--- src/rtl/cal_fwft_averager.sv ---
// ---------------------------------------------------------------------------
// cal_fwft_averager
//
// Sits directly behind the calibrator's first-word-fall-through averaging
// FIFO. Words are popped from the show-ahead port, 2**LOG2_NAVG consecutive
// words are summed, and their rounded mean is presented on a valid/ready
// output that feeds the calibration datapath.
//
// Parameters
//   DWIDTH     width of fifo_dout and avg_dout
//   LOG2_NAVG  log2 of samples per average (0..8, 0 = passthrough)
//   SIGNED     1: two's-complement data, 0: unsigned data
//   ROUND      1: round half up before the shift, 0: truncate toward -inf
//
// Ports
//   clk         single clock, rising edge
//   aresetn     asynchronous active-low reset
//   clear       synchronous clear of partial sum, count and output
//   enable      1 = pops allowed, 0 = hold (partial sum retained)
//   fifo_empty  FIFO empty; fifo_dout is valid when 0
//   fifo_dout   FIFO head word
//   fifo_rd_en  pop strobe (combinational)
//   avg_dout    averaged result
//   avg_valid   avg_dout valid
//   avg_ready   downstream accepts avg_dout
//   avg_count   number of averages accepted downstream (wraps)
//   busy        a partial sum is in progress
//
// Output handshake: a result transfers on every rising edge where
// avg_valid & avg_ready are both 1. Once avg_valid is raised it stays high
// and avg_dout stays stable until that transfer; avg_valid never depends
// combinationally on avg_ready.
// ---------------------------------------------------------------------------
module cal_fwft_averager #(
    parameter int DWIDTH    = 32,
    parameter int LOG2_NAVG = 4,
    parameter bit SIGNED    = 1'b1,
    parameter bit ROUND     = 1'b1
) (
    input  logic              clk,
    input  logic              aresetn,
    input  logic              clear,
    input  logic              enable,
    input  logic              fifo_empty,
    input  logic [DWIDTH-1:0] fifo_dout,
    output logic              fifo_rd_en,
    output logic [DWIDTH-1:0] avg_dout,
    output logic              avg_valid,
    input  logic              avg_ready,
    output logic [15:0]       avg_count,
    output logic              busy
);

    // The extra LOG2_NAVG bits hold the sum of 2**LOG2_NAVG full-scale words
    // plus the rounding constant without overflow.
    localparam int AW     = DWIDTH + LOG2_NAVG;
    localparam int CW     = (LOG2_NAVG > 0) ? LOG2_NAVG : 1;
    localparam int RND_SH = (LOG2_NAVG > 0) ? LOG2_NAVG - 1 : 0;

    localparam logic [CW-1:0] CNT_LAST = CW'((1 << LOG2_NAVG) - 1);
    localparam logic [AW-1:0] RND      = (ROUND && (LOG2_NAVG > 0))
                                         ? (AW'(1) << RND_SH) : '0;

    typedef enum logic {
        S_ACC = 1'b0,   // accumulating, no result pending
        S_OUT = 1'b1    // result pending on the output
    } state_t;

    state_t            state;
    logic [AW-1:0]     acc;
    logic [CW-1:0]     cnt;
    logic [AW-1:0]     din_ext;
    logic [AW-1:0]     sum_fin;
    logic              pop;
    logic              last;
    logic              accept;

    always_comb begin
        din_ext = AW'(fifo_dout);
        if (SIGNED) begin
            din_ext = AW'($signed(fifo_dout));
        end
    end

    // A pop is blocked only while a result is pending and not being taken,
    // so the stream keeps flowing at one word per clock when avg_ready = 1.
    // aresetn gates the strobe so nothing is popped while reset is held.
    assign pop        = aresetn & enable & ~clear & ~fifo_empty
                        & ~(avg_valid & ~avg_ready);
    assign fifo_rd_en = pop;

    assign accept  = avg_valid & avg_ready;
    // With LOG2_NAVG = 0 the count never leaves 0, so every pop is the last.
    assign last    = (cnt == CNT_LAST);
    assign sum_fin = acc + din_ext + RND;

    assign avg_valid = (state == S_OUT);
    assign busy      = (cnt != '0);

    always_ff @(posedge clk or negedge aresetn) begin
        if (!aresetn) begin
            state     <= S_ACC;
            acc       <= '0;
            cnt       <= '0;
            avg_dout  <= '0;
            avg_count <= '0;
        end else if (clear) begin
            state     <= S_ACC;
            acc       <= '0;
            cnt       <= '0;
            avg_dout  <= '0;
            avg_count <= '0;
        end else begin
            if (accept) begin
                avg_count <= avg_count + 16'd1;
                state     <= S_ACC;
            end
            if (pop) begin
                if (last) begin
                    // Taking the low DWIDTH bits after the shift is both the
                    // arithmetic and the logical shift: the mean always fits.
                    avg_dout <= DWIDTH'(sum_fin >> LOG2_NAVG);
                    acc      <= '0;
                    cnt      <= '0;
                    // A completion on the same edge as an accept overrides
                    // the drop to S_ACC above, keeping avg_valid high.
                    state    <= S_OUT;
                end else begin
                    acc <= acc + din_ext;
                    cnt <= cnt + CW'(1);
                end
            end
        end
    end

endmodule

--- config.mk ---
export PLATFORM = sky130hd
export DESIGN_NAME = cal_fwft_averager
export DESIGN_NICKNAME = d
export VERILOG_FILES = /design/src/rtl/cal_fwft_averager.sv
export SDC_FILE = /design/constraint.sdc
export NUM_CORES = 1
export LEC_CHECK = 0
export ABC_CLOCK_PERIOD_IN_PS = 5400
export CAP_MARGIN = 20
export CORE_AREA = 5 5 80 155
export DETAILED_ROUTE_END_ITERATION = 7
export DIE_AREA = 0 0 85 160
export GPL_TIMING_DRIVEN = 0
export PLACE_DENSITY = 0.89
export SLEW_MARGIN = 20
export SYNTH_ARGS = -nofsm -noshare
export SYNTH_HDL_FRONTEND = slang
export SYNTH_SLANG_ARGS = --single-unit
--- constraint.sdc ---
create_clock -name clk -period 5.4 [get_ports clk]
set_input_delay 1.62 -clock clk [delete_from_list [all_inputs] [get_ports clk]]
set_output_delay 1.62 -clock clk [all_outputs]
set_load 0.02 [all_outputs]
==> flow_summary.toml, run 1 <==
[floorplanning]
fp.dieH_um = 160
start_util_pct = 59.0
rows = 54
num_io_pins = 89
core_area_mm2 = 0.0109
die-area_mm2 = 0.0136
die_w_um = 85

[global_route]
grtUsageTotal_pct = 30.4
overflow = 0
grt_antenna_before_repair = 0
first_global_vias = 6471
grt_max_degree = 50
grt_pass1_wl_mm = 32.3

[sta]
worst_clock_skew_ns = 0.0124
period_needed_ns = 5.41
finalCritPeriodShare_pct = 100
fmax_mhz = 185
relSlewSlack_pct = 47.1
hold_violations = 0
setup_viol = 1
whs_ns = 0.494
tightest_slew_ns = 0.789
finalMaxSlewViolations = 0
fin_ws_ns = -0.00510
setup_tns_ns = -0.00510

[job]
drv_cap = 0

[placed_design]
hpwl_mm = 16.2
io_buffers = 88
gp_congestion = 0.979

[clock_network]
cts-root-buf = "clkbuf_16"
clk_latency_ns = 0.35
htree_levels = 3
clkSinkCount = 89
numCtsBuffers = 9
path_clk_slew_ns = 0.07
cts_hold_buffers = 0
cts_tree = "yes"
clockBufferDepth = 2

[logic_synthesis]
yosys.area.top_type = "dfrtp_1"
synth_cells = 725
synthArstFlopShare_pct = 100
synth_edf_count = 0
synth_top_cell_area_share_pct = 34.5
synth_area_leaders = "dfrtp_1 (34%), ha_1 (7.6%), xnor2_1 (5.4%), o21ai_0 (4.7%), xor2_1 (4.2%)"
ys_types = 74
synth_nets = 803
avgSynthCellArea_um2 = 8.91
synth-seq-cells = 89
synth_area_mm2 = 0.00646
yosysSeqAreaShare_pct = 34.5
ys.flop_type = "dfrtp_1"
yosys_warnings = 0

[critical_path]
r2r-end = "avg_dout[29]$_DFFE_PN0P_"
cp.required_ns = 5.61
critical_path_class = "in2reg"
crit_path_start_kind = "input pin"
r2r_slack_ns = 1.30
endpoint = "avg_dout[29]$_DFFE_PN0P_"
crit_path_end_kind = "flip-flop"
worstSetupStartpoint = "fifo_dout[0]"
crit_fanout = 6
crit-reg2reg-launch = "acc[0]$_DFFE_PN0P_"
cp.arrival_ns = 5.62
r2r_cells = 14

[detailed_routing]
routed_wl_mm = 21.0
post_drt_via_cell_ratio = 6.41
routedWlPerCell_um = 21.5
vias = 6272
drc = 0
first_iter_violations = 425
firstDrtPassIters = 7
ant_nets = 0

[pwr]
internal_power_mw = 1.25
power_frac_seq_pct = 37.8
netSwitchingFraction_pct = 31.4
p_per_area_mw_per_mm2 = 227
total_power_mw = 1.82
power.share.combinational_pct = 23.4
power.switching_mw = 0.572
p_clk_share_pct = 38.7
p_leak_nw = 3.46
ir_drop_mv = 0.221

[final_layout]
area_delta_synth_final_pct = 24.3
insertedDiodeCount = 0
drive_gt1_share_pct = 10.7
final_util_pct = 73.4
n_fill_cell = 818
nNetsFinal = 912

[outcome]
violations = "setup timing"
run_status = "finished with violations"

[min_path]
hp-class = "reg2reg"
## power by group through the flow
stage / clock network (mW) / registers (mW) / logic, mW
after global routing: 0.733 / 0.689 / 0.459
after floorplan: 0 / 0.697 / 0.268
after CTS: 0.711 / 0.688 / 0.406
after detailed placement: 0 / 0.701 / 0.401
final: 0.705 / 0.688 / 0.427
after global placement: 0 / 0.700 / 0.391
## Yosys cell counts (4+ instances only)
cell and count:
buf_2 12, clkbuf_1 24, nand2b_1 4, o21ai_1 12, and3_1 10, xor2_1 31, o21a_1 5, ha_1 39
o21bai_1 4, or2_2 4, and4_1 4, o211ai_1 5, o21ai_0 61, buf_4 4, dfrtp_1 89, inv_1 14
a31oi_1 4, mux2i_1 4, nand4_1 25, and2_1 7, a22o_1 24, a21o_1 8, nand2_1 63, nand3_1 45
xnor2_1 40, nor2_1 52, a21oi_1 42, nor3_1 14, or3_1 8
## flip-flops by register name (all words and copies together), names as in the netlist
signal,count
acc,36
avg_count,16
avg_valid,1
avg_dout,32
cnt,4
## metrics by stage
step | area [um^2] | std cells | setup slack [ns]
3_5_place_dp | 7540 | 954 | -0.440
2_1_floorplan | 6460 | 725 | 0.760
6_report | 8030 | 979 | -0.00510
3_3_place_gp | 7520 | 953 | -2.77
4_1_cts | 7880 | 970 | 0.0234
5_1_grt | 8030 | 979 | -0.121
## how the worst min path moves through the flow
stage,startpoint,to,cells past startpoint
after floorplan,acc[14]$_DFFE_PN0P_,acc[14]$_DFFE_PN0P_,2
after global placement,acc[20]$_DFFE_PN0P_,acc[20]$_DFFE_PN0P_,2
after detailed placement,acc[19]$_DFFE_PN0P_,acc[19]$_DFFE_PN0P_,2
after CTS,acc[19]$_DFFE_PN0P_,acc[19]$_DFFE_PN0P_,2
after global routing,acc[21]$_DFFE_PN0P_,acc[21]$_DFFE_PN0P_,2
final,acc[19]$_DFFE_PN0P_,acc[19]$_DFFE_PN0P_,2
## cell families (layout without fill, tap and decap cells)
kind of cell | count (synthesis) | count (layout) | share of synthesized area, %
DFF | 89 | 89 | 34.5
muxes | 5 | 5 | 0.794
xor gates and xnor gates | 75 | 75 | 10.6
and+or+nand+nor | 261 | 261 | 21.5
adders and majority gates | 40 | 40 | 7.86
AOI/OAI and AO/OA | 200 | 200 | 20.9
buffers and inverters | 55 | 169 | 3.78
## worst max-delay path, cell delays in order
cell and delay (ns):
clkdlybuf4s50_1 0.42, ha_1 0.24, fa_1 0.41, a21o_1 0.22
a221o_2 0.43, nand2_1 0.11, o211ai_1 0.21, xor2_2 0.36
nand3_2 0.18, nor3_4 0.35, nand4_4 0.20, nor4_4 0.46
buf_4 0.19, xnor2_1 0.12, o21ai_1 0.09
## cell type report
| type | instances | area [um^2] | area share [%] |
|---|---|---|---|
| buffer | 40 | 188 | 2.34 |
| clock buffer | 10 | 229 | 2.85 |
| tap | 140 | 175 | 2.18 |
| clock inverter | 6 | 97.6 | 1.22 |
| inverter | 14 | 52.6 | 0.654 |
| timing repair buffer | 99 | 985 | 12.3 |
| sequential | 89 | 2230 | 27.7 |
| multi-input combinational | 581 | 4080 | 50.8 |
## placed cells by master, fill, tap and decap left out, drive strengths merged, types with 4 or more instances in the layout
master and n:
nand4 28, and2 7, clkbuf 33, xnor2 41, and3 10, nor3 17
or3 8, clkdlybuf4s50 87, o21bai 4, nand2 63, dfrtp 89, o31ai 5
a21oi 45, nor2 54, nand3 48, a21o 9, and4 4, o211ai 5
or2 4, a31oi 5, mux2i 4, xor2 34, nor4 5, nand2b 4
buf 29, ha 39, o21a 5, a22o 24, inv 17, o21ai 73
## routing by layer
layer	up-vias	track usage, %	share of wire [%]
li1	2855	-	-
met1	3028	28.3	32
met2	282	55.8	54
met3	107	5.05	4.9
met4	0	24.1	9.0
met5	-	0	0
## what timing repair did
| action | CTS | global route |
|---|---|---|
| setup buffers | 0 | 10 |
| pin swaps | 0 | 9 |
| resized for setup | 1 | 12 |
| setup endpoints to repair | 2 | 7 |
(Power assumes the default switching activity.)
==> run 2: changes to the inputs <==
CELL_PAD_IN_SITES_DETAIL_PLACEMENT = 1   (was not set)
CELL_PAD_IN_SITES_GLOBAL_PLACEMENT = 1   (was not set)
CORE_AREA = 5 5 90 176   (was 5 5 80 155)
DIE_AREA = 0 0 95 181   (was 0 0 85 160)
PLACE_DENSITY = 0.9   (was 0.89)
==> flow_summary.toml, run 2 (synthesis gave the netlist of run 1 again) <==
[clock_network]
numCtsBuffers = 9
clkSinkCount = 89
path_clk_slew_ns = 0.07
cts-root-buf = "clkbuf_16"
clockBufferDepth = 2
cts_tree = "yes"
cts_hold_buffers = 0
htree_levels = 3
clk_latency_ns = 0.37

[floorplanning]
core_area_mm2 = 0.0143
die_w_um = 95
rows = 62
start_util_pct = 45.3
die-area_mm2 = 0.0172
num_io_pins = 89
fp.dieH_um = 181

[sta]
worst_clock_skew_ns = 0.00865
finalCritPeriodShare_pct = 99.4
hold_violations = 0
tightest_slew_ns = 0.789
fmax_mhz = 186
relSlewSlack_pct = 47.1
setup_tns_ns = 0
fin_ws_ns = 0.0305
period_needed_ns = 5.37
finalMaxSlewViolations = 0
setup_viol = 0

[final_layout]
insertedDiodeCount = 0
layout_common_cells = "dfrtp_1 (89), clkdlybuf4s50_1 (87), nand2_1 (63)"
drive_gt1_share_pct = 10.2
n_fill_cell = 1684
area_delta_synth_final_pct = 24.3
top_regs = "acc (36), avg_dout (32), avg_count (16)"
largest_register_ffs = 36
nNetsFinal = 909
final_common_cell = "dfrtp_1"
final_cells = 1028
largest_register = "acc"
final_util_pct = 56.3
stdcell_area_mm2 = 0.00803

[critical_path]
path_common_cell = "xnor2_1"
cp_cell_sequence = "clkdlybuf4s50_1, ha_1, fa_1, a21o_1, a221o_2, a21oi_4, xnor2_1, nand3_2, buf_4, nor4_4, nand3_1, nor3_1, xnor2_1, mux2_2"
critPathTopFamily = "simple AND/OR/NAND/NOR gates"
cp_slowest_cell = "a221o_2"
path_buf_inv = 2
critical_path_class = "in2reg"
crit_path_end_kind = "flip-flop"
cp.arrival_ns = 5.62
crit_path_start_kind = "input pin"
crit_fanout = 5
cp.required_ns = 5.65
cpPeakStageDelay_ns = 0.48

[global_route]
overflow = 0
first_global_vias = 7260
grtUsageTotal_pct = 29.1
grt_max_degree = 73
grt_pass1_wl_mm = 38.2
grt_antenna_before_repair = 0

[pwr]
p_per_area_mw_per_mm2 = 222
ir_drop_mv = 0.163
p_leak_nw = 3.41

[placed_design]
dp.cells = 1006
hpwl_mm = 18.9
io_buffers = 88
pre_cts_ws_ns = -0.366
gp_congestion = 0.922
placed_area_mm2 = 0.00761

[detailed_routing]
post_drt_via_cell_ratio = 6.28
routedWlPerCell_um = 24.1
ant_nets = 0
vias = 6453
routed_wl_mm = 24.8
first_iter_violations = 265
drc = 0
firstDrtPassIters = 5

[outcome]
run_status = "finished, final reports clean"

[job]
drv_cap = 0

[min_path]
hp-class = "reg2reg"
-- run 2: area by class of cell --
type / instances / area, um^2 / area share (%)
plain buffers: 41 / 191 / 2.38
clock buffers: 9 / 225 / 2.80
clock inverters: 7 / 62.6 / 0.779
inverters: 14 / 52.6 / 0.654
multi-input cells: 581 / 4080 / 50.8
flip-flops and latches: 89 / 2230 / 27.7
well taps: 192 / 240 / 2.99
repair buffers: 95 / 955 / 11.9
-- run 2: power by group --
part	internal, mW	switching, mW
Combinational	0.160	0.292
Sequential	0.678	0.00981
Clock	0.321	0.324
-- run 2: worst reg2reg max path, stage by stage (launching register included) --
cell and delay, ns:
dfrtp_1 0.40, ha_1 0.23, fa_1 0.44, a21o_1 0.22
a221o_2 0.48, a21oi_4 0.23, xnor2_1 0.33, nand3_2 0.20
buf_4 0.21, nor4_4 0.29, nand3_1 0.25, nor3_1 0.27
xnor2_1 0.12, mux2_2 0.29
-- run 2: metal layers --
layer	vias up	routed length, um	global-route usage (%)
li1	2840	-	-
met1	3198	7900	26.5
met2	286	13900	54.6
met3	129	991	3.87
met4	0	2000	23.1
met5	-	0	0
-- run 2: stage by stage --
| step | hold slack, ns | power (mW) |
|---|---|---|
| 2_1_floorplan | 0.454 | 0.965 |
| 3_3_place_gp | 0.470 | 1.09 |
| 3_5_place_dp | 0.483 | 1.12 |
| 4_1_cts | 0.499 | 1.76 |
| 5_1_grt | 0.527 | 1.84 |
| 6_report | 0.492 | 1.79 |
-- run 2: timing repair --
action | CTS | global route
pin swaps | 1 | 5
setup buffers | 0 | 6
endpoints found under the setup margin | 3 | 5
gates resized for setup | 4 | 7
-- run 2: path summary, 6_finish.rpt --
| path | to | cells after the start | startpoint | slack (ns) |
|---|---|---|---|---|
| max in group asynchronous | avg_dout[0]$_DFFE_PN0P_ | 2 | aresetn | 3.66 |
| min in group asynchronous | acc[28]$_DFFE_PN0P_ | 1 | aresetn | 1.10 |
| hold / removal | acc[27]$_DFFE_PN0P_ | 2 | acc[27]$_DFFE_PN0P_ | 0.49 |
| hold reg to reg | acc[27]$_DFFE_PN0P_ | 2 | acc[27]$_DFFE_PN0P_ | 0.49 |
| setup reg to reg | avg_dout[28]$_DFFE_PN0P_ | 13 | acc[0]$_DFFE_PN0P_ | 1.33 |
| setup / recovery | avg_dout[28]$_DFFE_PN0P_ | 14 | fifo_dout[0] | 0.03 |
==> run 3: changes to the inputs <==
HOLD_SLACK_MARGIN = 0.12   (was not set)
SLEW_MARGIN = not set   (was 20)
==> flow_summary.toml, run 3 (synthesis gave the netlist of run 1 again) <==
[outcome]
run_status = "finished, final reports clean"

[clock_network]
cts_tree = "yes"
cts-root-buf = "clkbuf_16"
clockBufferDepth = 2
htree_levels = 3
path_clk_slew_ns = 0.07
clk_latency_ns = 0.37
numCtsBuffers = 9
clkSinkCount = 89

[final_layout]
layout_common_cells = "dfrtp_1 (89), clkdlybuf4s50_1 (87), nand2_1 (63)"
insertedDiodeCount = 0
final_common_cell = "dfrtp_1"
largest_register = "acc"
top_regs = "acc (36), avg_dout (32), avg_count (16)"
final_util_pct = 56.3
drive_gt1_share_pct = 10.2
stdcell_area_mm2 = 0.00803
area_delta_synth_final_pct = 24.2
nNetsFinal = 909
largest_register_ffs = 36

[floorplanning]
die-area_mm2 = 0.0172
num_io_pins = 89
core_area_mm2 = 0.0143
rows = 62
start_util_pct = 45.3
die_w_um = 95
fp.dieH_um = 181

[min_path]
hp-class = "reg2reg"
hold-path-cell-count = 2
hp-start = "acc[27]$_DFFE_PN0P_"
min_to = "acc[27]$_DFFE_PN0P_"

[detailed_routing]
post_drt_via_cell_ratio = 6.28
vias = 6459
routedWlPerCell_um = 24.1
first_iter_violations = 265
firstDrtPassIters = 5
drc = 0
routed_wl_mm = 24.8
ant_nets = 0

[sta]
relSlewSlack_pct = 47.1
setup_viol = 0
finalCritPeriodShare_pct = 99.5
fmax_mhz = 186
worst_clock_skew_ns = 0.00865
finalMaxSlewViolations = 0
period_needed_ns = 5.37
hold_violations = 0
tightest_slew_ns = 0.789

[placed_design]
gp_congestion = 0.922
placed_area_mm2 = 0.00761
io_buffers = 88
hpwl_mm = 18.9

[global_route]
grtUsageTotal_pct = 29.1
first_global_vias = 7260
grt_pass1_wl_mm = 38.2
grt_antenna_before_repair = 0
grt_max_degree = 73
overflow = 0

[job]
drv_cap = 0

[critical_path]
critical_path_class = "in2reg"
crit-reg2reg-launch = "acc[0]$_DFFE_PN0P_"
r2r-end = "avg_dout[28]$_DFFE_PN0P_"
crit_path_end_kind = "flip-flop"
cp.arrival_ns = 5.62
crit_fanout = 5
r2r_cells = 13
crit_path_start_kind = "input pin"
r2r_slack_ns = 1.33
cp.required_ns = 5.65

[pwr]
p_per_area_mw_per_mm2 = 222
ir_drop_mv = 0.163
p_leak_nw = 3.40
-- run 3: worst max-delay path by stage --
stage	depth (start not counted)	slack (ns)	endpoint	startpoint
2_1_floorplan	13	0.76	avg_dout[31]$_DFFE_PN0P_	fifo_dout[0]
3_3_place_gp	4	-2.85	fifo_rd_en	aresetn
3_5_place_dp	14	-0.37	avg_dout[31]$_DFFE_PN0P_	fifo_dout[0]
4_1_cts	13	0.01	avg_dout[31]$_DFFE_PN0P_	fifo_dout[0]
5_1_grt	14	-0.02	avg_dout[28]$_DFFE_PN0P_	fifo_dout[0]
6_report	14	0.03	avg_dout[28]$_DFFE_PN0P_	fifo_dout[0]
-- run 3: report_power, final --
| part | internal, mW | switching (mW) | leakage (nW) | total [mW] |
|---|---|---|---|---|
| Combinational | 0.160 | 0.292 | 2.03 | 0.452 |
| Clock | 0.321 | 0.324 | 0.136 | 0.645 |
| Sequential | 0.678 | 0.00981 | 1.24 | 0.688 |
| Total | 1.16 | 0.626 | 3.40 | 1.78 |
-- run 3: worst max-delay path, stage by stage --
cell and delay (ns):
clkdlybuf4s50_1 0.42, ha_1 0.25, fa_1 0.44, a21o_1 0.22, a221o_2 0.48, a21oi_4 0.22
xnor2_1 0.33, nand3_2 0.20, buf_4 0.21, nor4_4 0.28, nand3_1 0.25, nor3_1 0.27
xnor2_1 0.12, mux2_2 0.29
-- run 3: layout make-up --
type                            count  area, um^2
Inverter                           14        52.6
Timing Repair Buffer               95         951
Fill cell                        1686        6240
Tap cell                          192         240
Clock buffer                        9         225
Clock inverter                      7        62.6
Buffer                             41         191
Sequential cell                    89        2230
Multi-Input combinational cell    581        4080
-- run 3: repair_timing --
action | 4_1_cts | 5_1_grt
resized for setup | 4 | 7
gates cloned | 0 | 0
buffers inserted | 0 | 6
endpoints found under the setup margin | 3 | 5
hold buffers | 0 | 0
pin swaps | 1 | 5
-- run 3: metrics by stage --
step	total power, mW	setup WS, ns	hold WS (ns)	instances	setup TNS [ns]
detailed placement	1.12	-0.366	0.483	1006	-2.53
global placement	1.09	-2.85	0.470	1005	-189.05
CTS	1.76	0.0119	0.499	1022	0
floorplan	0.965	0.760	0.454	725	0
global route	1.84	-0.0241	0.527	1028	-0.0241
finish	1.78	0.0285	0.492	1028	0
-- run 3: routing by layer --
metal	global-route usage (%)	part of all wire (%)
met1	26.5	32
met2	54.6	56
met3	3.87	4.0
met4	23.1	8.1
met5	0	0
